==> config.mk <==
export PLATFORM = sky130hd
export DESIGN_NAME = fir_filter
export DESIGN_NICKNAME = d
export VERILOG_FILES = /design/src/rtl/fir_filter.sv
export SDC_FILE = /design/constraint.sdc
export NUM_CORES = 1
export LEC_CHECK = 0
export CORE_ASPECT_RATIO = 2
export CORE_MARGIN = 5
export CORE_UTILIZATION = 56
export CTS_BUF_LIST = sky130_fd_sc_hd__clkbuf_4
export CTS_CLUSTER_SIZE = 30
export DETAILED_ROUTE_END_ITERATION = 16
export PLACE_DENSITY = 0.82
export RECOVER_POWER = 50
export SETUP_SLACK_MARGIN = 0.1
export SLEW_MARGIN = 20
export SYNTH_ARGS = -nofsm -noshare
export SYNTH_HDL_FRONTEND = slang
export SYNTH_SLANG_ARGS = --single-unit
==> constraint.sdc <==
create_clock -name clk -period 6.28 [get_ports clk]
set_clock_uncertainty 0.1 [all_clocks]
set_input_delay 0.942 -clock clk [delete_from_list [all_inputs] [get_ports clk]]
set_output_delay 0.942 -clock clk [all_outputs]
set_load 0.05 [all_outputs]
==> src/rtl/fir_filter.sv <==
// Pipelined, fully parallel signed FIR with compile-time coefficients, optional
// symmetric/antisymmetric pre-add folding and configurable register insertion.
module fir_filter #(
  parameter int INPUT_WIDTH        = 16,
  parameter int COEFF_WIDTH        = 16,
  parameter int OUTPUT_WIDTH       = 20,
  parameter int OUTPUT_WIDTH_FULL  = 20,
  parameter int SYMMETRY           = 1,
  parameter int NUM_TAPS           = 5,
  parameter logic [0:NUM_TAPS-1][COEFF_WIDTH-1:0] COEFFS = {16'd1, 16'd2, 16'd3, 16'd2, 16'd1},
  parameter int PIPELINE_MUL       = 1,
  parameter int PIPELINE_PREADD    = 1,
  parameter int PIPELINE_ADD_RATIO = 1,
  parameter int OUTPUT_REG         = 1
) (
  input  logic                           clk,
  input  logic                           rst,
  input  logic                           valid_in,
  input  logic signed [INPUT_WIDTH-1:0]  din,
  output logic                           valid_out,
  output logic signed [OUTPUT_WIDTH-1:0] dout
);

  localparam int IW  = INPUT_WIDTH;
  localparam int PW  = INPUT_WIDTH + 1;
  localparam int FW  = OUTPUT_WIDTH_FULL;
  localparam int OW  = OUTPUT_WIDTH;
  localparam int N   = NUM_TAPS;
  localparam int M0  = (SYMMETRY == 0) ? N : (SYMMETRY == 1) ? (N + 1) / 2 : N / 2;
  localparam int M   = (M0 < 1) ? 1 : M0;
  localparam int D   = $clog2(M);
  localparam int RT  = (PIPELINE_ADD_RATIO == 0) ? 1 : PIPELINE_ADD_RATIO;
  localparam int R   = (PIPELINE_ADD_RATIO == 0) ? 0 : D / RT;
  localparam bit PA_REG = (SYMMETRY != 0) && (PIPELINE_PREADD != 0);
  localparam int L   = 1 + (PA_REG ? 1 : 0) + ((PIPELINE_MUL != 0) ? 1 : 0) + R
                       + ((OUTPUT_REG != 0) ? 1 : 0);
  localparam int VP  = L - ((OUTPUT_REG != 0) ? 1 : 0);
  localparam int SH  = (OW < FW) ? FW - OW : 0;

  function automatic int coef(input int i);
    return int'($signed(COEFFS[i]));
  endfunction

  function automatic int abs_sum();
    int s;
    s = 0;
    for (int i = 0; i < N; i++) s += (coef(i) < 0) ? -coef(i) : coef(i);
    return s;
  endfunction

  function automatic bit coeffs_match();
    bit ok;
    ok = 1'b1;
    for (int i = 0; i < N; i++) begin
      if (SYMMETRY == 1 && coef(i) != coef(N - 1 - i)) ok = 1'b0;
      if (SYMMETRY == 2 && coef(i) != -coef(N - 1 - i)) ok = 1'b0;
    end
    return ok;
  endfunction

  if (FW != $clog2(abs_sum()) + IW) begin : g_err_full
    $error("fir_filter: OUTPUT_WIDTH_FULL does not match coefficient magnitude");
  end
  if (SYMMETRY < 0 || SYMMETRY > 2) begin : g_err_sym
    $error("fir_filter: SYMMETRY must be 0, 1 or 2");
  end
  if (!coeffs_match() || M0 < 1) begin : g_err_coef
    $error("fir_filter: COEFFS do not match the declared symmetry");
  end

  // Delay line: shifts only on accepted samples.
  logic signed [IW-1:0] x_d [N];
  logic signed [IW-1:0] x_q [N];

  always_comb begin
    x_d = x_q;
    if (valid_in) begin
      x_d[0] = din;
      for (int i = 1; i < N; i++) x_d[i] = x_q[i-1];
    end
  end

  always_ff @(posedge clk or negedge rst) begin
    if (!rst) begin
      for (int i = 0; i < N; i++) x_q[i] <= '0;
    end else begin
      x_q <= x_d;
    end
  end

  // Pre-adder: the middle tap of an odd-length folded filter passes through alone.
  logic signed [PW-1:0] pa_d [M];
  logic signed [PW-1:0] pa   [M];

  always_comb begin
    for (int i = 0; i < M; i++) begin
      if (SYMMETRY == 0 || i == N - 1 - i) pa_d[i] = PW'(x_q[i]);
      else if (SYMMETRY == 1)              pa_d[i] = PW'(x_q[i]) + PW'(x_q[N-1-i]);
      else                                 pa_d[i] = PW'(x_q[i]) - PW'(x_q[N-1-i]);
    end
  end

  if (PA_REG) begin : g_pa_reg
    logic signed [PW-1:0] pa_q [M];
    always_ff @(posedge clk or negedge rst) begin
      if (!rst) begin
        for (int i = 0; i < M; i++) pa_q[i] <= '0;
      end else begin
        pa_q <= pa_d;
      end
    end
    assign pa = pa_q;
  end else begin : g_pa_comb
    assign pa = pa_d;
  end

  // Products fit FW bits because their magnitude is bounded by sum|c| * 2^(IW-1).
  logic signed [FW-1:0] prod_d [M];
  logic signed [FW-1:0] prod   [M];

  always_comb begin
    for (int i = 0; i < M; i++) prod_d[i] = FW'(pa[i]) * FW'($signed(COEFFS[i]));
  end

  if (PIPELINE_MUL != 0) begin : g_mul_reg
    logic signed [FW-1:0] prod_q [M];
    always_ff @(posedge clk or negedge rst) begin
      if (!rst) begin
        for (int i = 0; i < M; i++) prod_q[i] <= '0;
      end else begin
        prod_q <= prod_d;
      end
    end
    assign prod = prod_q;
  end else begin : g_mul_comb
    assign prod = prod_d;
  end

  // Binary adder tree; level l holds ceil(M / 2^l) partial sums.
  for (genvar l = 0; l <= D; l++) begin : g_lvl
    localparam int NL = (M + (1 << l) - 1) >> l;
    logic signed [FW-1:0] node [NL];
    if (l == 0) begin : g_leaf
      assign node = prod;
    end else begin : g_sum
      localparam int NP = (M + (1 << (l - 1)) - 1) >> (l - 1);
      logic signed [FW-1:0] node_d [NL];
      for (genvar j = 0; j < NL; j++) begin : g_node
        if (2 * j + 1 < NP) begin : g_pair
          assign node_d[j] = g_lvl[l-1].node[2*j] + g_lvl[l-1].node[2*j+1];
        end else begin : g_pass
          assign node_d[j] = g_lvl[l-1].node[2*j];
        end
      end
      if (PIPELINE_ADD_RATIO != 0 && (l % RT) == 0) begin : g_reg
        logic signed [FW-1:0] node_q [NL];
        always_ff @(posedge clk or negedge rst) begin
          if (!rst) begin
            for (int j = 0; j < NL; j++) node_q[j] <= '0;
          end else begin
            node_q <= node_d;
          end
        end
        assign node = node_q;
      end else begin : g_comb
        assign node = node_d;
      end
    end
  end

  // Arithmetic shift drops LSBs when narrowing; the cast sign-extends when widening.
  logic signed [FW-1:0] full;
  logic signed [OW-1:0] dout_cvt;
  assign full     = g_lvl[D].node[0];
  assign dout_cvt = OW'(full >>> SH);

  logic [VP-1:0] vpipe_d;
  logic [VP-1:0] vpipe_q;

  always_comb begin
    vpipe_d[0] = valid_in;
    for (int k = 1; k < VP; k++) vpipe_d[k] = vpipe_q[k-1];
  end

  always_ff @(posedge clk or negedge rst) begin
    if (!rst) vpipe_q <= '0;
    else      vpipe_q <= vpipe_d;
  end

  if (OUTPUT_REG != 0) begin : g_out_reg
    logic                 valid_out_q;
    logic signed [OW-1:0] dout_d;
    logic signed [OW-1:0] dout_q;
    assign dout_d = vpipe_q[VP-1] ? dout_cvt : dout_q;
    always_ff @(posedge clk or negedge rst) begin
      if (!rst) begin
        valid_out_q <= 1'b0;
        dout_q      <= '0;
      end else begin
        valid_out_q <= vpipe_q[VP-1];
        dout_q      <= dout_d;
      end
    end
    assign valid_out = valid_out_q;
    assign dout      = dout_q;
  end else begin : g_out_comb
    assign valid_out = vpipe_q[VP-1];
    assign dout      = dout_cvt;
  end

endmodule

# After elaboration in Yosys (flattened, before gate mapping)
# Cells that the tools add are included.
[classes]
addsub = 4
n_mul = 1
[op_table]
columns = ["cell", "count"]
rows = [
  ["16-bit by 16-bit adder with 17-bit output", 2],
  ["19-bit by 19-bit adder with 20-bit output", 1],
  ["17-bit by 18-bit adder with 19-bit output", 1],
  ["16-bit by 3-bit multiplier with 19-bit output, second input constant", 1],
]
[word_totals]
register_bits = 267
input_bits = 19
out_inout_bits = 21
wordCells = 22

# Longest topological paths before layout
[depth]
depth_word = 1
ltp_mapped = 11
depth_no_buf = 11

# Worst setup path after synthesis
# Ideal clock, no wire load.
[synth_timing]
kind = "reg2reg"
start = "register g_pa_reg.pa_q[1] (netlist name)"
end = "register g_lvl[0].node[18] (netlist name)"
setup_ps = 80
arrival_ps = 2536
t_required_ps = 6100
setup_slack_ps = 3564
stages_incl_launch_ff = 11
path_buffers = 0
period_less_slack_ps = 2716
path_cell_list = "dfrtp_1 -> ha_1 -> ha_1 -> fa_1 -> a21o_1 -> a21oi_1 -> o21bai_1 -> a21oi_1 -> o21ai_0 -> a221oi_1 -> xnor2_1"
[synth_rtl]
columns = ["element", "line", "source"]
rows = [
  ["start, declared", "104", "logic signed [PW-1:0] pa_q [M];"],
  ["start signal, assigned", "109", "pa_q <= pa_d;"],
]

# Worst setup path after layout
[layout_timing]
start = "input port valid_in"
end = "register x_q[79] (netlist name)"
[layout_rtl]
columns = ["element", "line", "source"]
rows = [
  ["start, declared", "18", "input logic valid_in,"],
  ["end signal, assigned", "87", "x_q <= x_d;"],
  ["end, declared", "73", "logic signed [IW-1:0] x_q [N];"],
]
# No word-level cell between the ends.

==> out/results.txt <==
Clock sink count - 267
Htree depth - 2
Vias per inst - 5.39
I/O pins - 40
Final period util - 0.624
Die Area - 23900 um2
Via count - 6872
Maximum VDD drop - 0.000272 V
# port buffers - 39
Clk buf depth - 3
# hold bufs at CTS - 0
Crit. path cell count - 2
First-pass GRT wire length - 32.6 mm
Crit end category - flip-flop
Met1 wire length - 6.66 mm
DP Wirelength - 13.8 mm
Post-synth ARST share - 1.00
Initial antenna violation count - 1
DRT Pass-1 Iters - 4
Setup_tns - 0 ps
Layout area overhead - 11.7%
Final hold violation count - 0
Post-synth cell types - 51
Most common flop cell mapped by yosys - dfrtp_1
CP cell instances - clkbuf_1 -> mux2_2
Largest net degree at the start of global routing - 161
HP Class - input port to async pin
Routability congestion estimate - 0.878
Post-cts gate resize count - 0
Max Cap Violations - 1
Initial Util - 0.569
Initial DRC count - 223
Setup crit start - valid_in
Worst-Margin Slew - 4100 ps
Max Freq - 0.255 GHz
Reg2reg start - g_pa_reg.pa_q[1]
Lkg Pwr - 5.98 nW
Final wirelength - 18.8 mm
Drt drc - 0
Max-slew violations - 82
Post-DRT Antenna Nets - 0
CTS tree - done
Top cells by area, synth - dfrtp_1 (57%), ha_1 (10%), mux2_2 (9.7%), xnor2_1 (3.5%), a21oi_1 (2.8%)
Number of flops mapped to enable cells by yosys - 0
Synth top area share - 0.574
Worst Path Required - 6770 ps
Failing checks - capacitance limit, slew limit
Root Driver - clkbuf_4
Synth Instances - 885
Max_slew headroom - -1.74
Top sig layer - met4
CTS clk-pin slew, worst paths - 70 ps
Register area share after synthesis - 0.574
Total CTS buffers - 55
Met2 Routed Length - 10.7 mm
Fin util - 0.635
Post-CTS Setup Inserts - 0
Highest cell delay on the worst timing path - 2850 ps
Mean post-synth cell area - 13.2 um2
Slowest CP cell - clkbuf_1
Top-count cell post-synth - dfrtp_1
CP Class - input port to flip-flop
CP startpoint kind - input port
Final cell count without fillers - 1276
Vias in the first global route - 7299
Post-layout nets - 1086
Share of layout cells above drive strength 1 - 0.192
WP buf/inv - 1
Worst path arrival time - 4400 ps
Most frequent cells after synthesis - dfrtp_1 (267), mux2_2 (100), ha_1 (97), a21oi_1 (64), xnor2_1 (47)
Area leader, netlist - dfrtp_1
Row cnt - 74
Post-layout power - 0.00708 W
Grt ovf - 0
Synth warnings - 0
Global Route Usage Sum - 0.166
Clk Latency, worst-skew pair - 660 ps
Minimum clock period - 3920 ps
R2r worst-path depth - 10
Die X - 112 um
Status - complete, but fails checks
Core Footprint - 20500 um2
Post-Syn Area - 11600 um2
Unrepaired setup endpoints after global routing - false
# placed instances - 1174
Worst Path Max Fanout - 81
Die height - 214 um
Met3 routed WL - 571 um
Synth Net Count - 1006
DR WL/cell - 14.7 um
Final setup fails - 0
Flops & latches, synth - 267
Crit-path leading delay family - buffers and inverters
Power per cell area - 545 nW/um2
==> path summary, 6_finish.rpt <==
path | to | slack, ps
setup / recovery | x_q[79] | 2360
hold / removal | x_q[66] | 230
setup reg to reg | g_lvl[0].node[18] | 3190
hold reg to reg | g_lvl[0].node[27] | 240
max in group asynchronous | dout[18] | 4570
min in group clk | g_lvl[0].node[27] | 240
==> kinds of logic (layout without fill, tap and decap cells) <==
family	Yosys count	in the layout	share of synthesized area
simple gates	110	110	0.0445
buf+inv	45	169	0.0148
xor+xnor	69	69	0.0519
other cells	0	1	0
compound gates	191	191	0.104
mux	101	101	0.0976
flops	267	267	0.574
fa+ha+maj	102	102	0.113
==> stage by stage <==
| step | hold slack [ps] | instance area (um2) | worst slack, ps |
|---|---|---|---|
| finish | 229 | 13000 | 2360 |
| global route | 244 | 13000 | 2090 |
| CTS | 190 | 13000 | 3150 |
| detailed placement | 235 | 12300 | 3180 |
| global placement | 232 | 12300 | 3300 |
| floorplan | 231 | 11600 | 3560 |
==> sequential cells by signal, summed over array words and instances (netlist names) <==
register and count:
x_q 64, valid_out 1, g_lvl.node 53, g_pa_reg.pa_q 50, g_lvl.g_sum.g_reg.node_q 38, pa_d 16, vpipe_q 5, dout 20
dout_cvt 20
==> routing by layer <==
| metal | vias up | track usage |
|---|---|---|
| li1 | 3364 | - |
| met1 | 3339 | 0.166 |
| met2 | 119 | 0.323 |
| met3 | 50 | 0.0249 |
| met4 | 0 | 0.0909 |
| met5 | - | 0 |
==> where the power goes <==
group          switching (W)  total (W)  internal (W)
combinational        0.00181    0.00322       0.00140
clock               0.000600    0.00118      0.000577
sequential          0.000271    0.00269       0.00242
total                0.00268    0.00708       0.00440
==> cells in the final DEF (no fill, tap or decap), types with 2 or more instances in the layout <==
| master | Yosys | routed |
|---|---|---|
| clkbuf_4 | 0 | 78 |
| o21a_1 | 5 | 5 |
| nand2b_1 | 8 | 8 |
| and3_1 | 2 | 2 |
| clkinv_2 | 0 | 5 |
| o31ai_1 | 2 | 2 |
| or2_2 | 2 | 2 |
| o31a_1 | 3 | 3 |
| dfrtp_1 | 267 | 267 |
| mux2_2 | 100 | 100 |
| o211ai_1 | 3 | 3 |
| xor2_1 | 22 | 22 |
| a21o_1 | 28 | 28 |
| nor3_1 | 9 | 9 |
| clkdlybuf4s50_1 | 0 | 37 |
| o21ai_0 | 38 | 39 |
| a21oi_1 | 64 | 64 |
| nand3_1 | 12 | 12 |
| inv_1 | 28 | 28 |
| a21boi_0 | 3 | 3 |
| or3_1 | 2 | 2 |
| a211o_1 | 2 | 2 |
| clkinv_1 | 0 | 17 |
| o22ai_1 | 2 | 2 |
| fa_1 | 5 | 5 |
| a31oi_1 | 7 | 7 |
| nor2_1 | 34 | 34 |
| a211oi_1 | 6 | 6 |
| o21bai_1 | 12 | 12 |
| nand4_1 | 5 | 5 |
| nand2_1 | 27 | 27 |
| ha_1 | 97 | 97 |
| xnor2_1 | 47 | 47 |
| nor2b_1 | 6 | 6 |
==> layout make-up <==
| class | instances | area (um2) |
|---|---|---|
| antenna | 1 | 2.50 |
| clock buffer | 78 | 586 |
| clock inverter | 23 | 96.3 |
| fill | 1533 | 7460 |
| inverter | 28 | 105 |
| multi-input combinational | 573 | 4780 |
| sequential | 267 | 6680 |
| tap | 266 | 333 |
| timing repair buffer | 40 | 409 |
No activity file was read; power rests on OpenSTA's default activity.
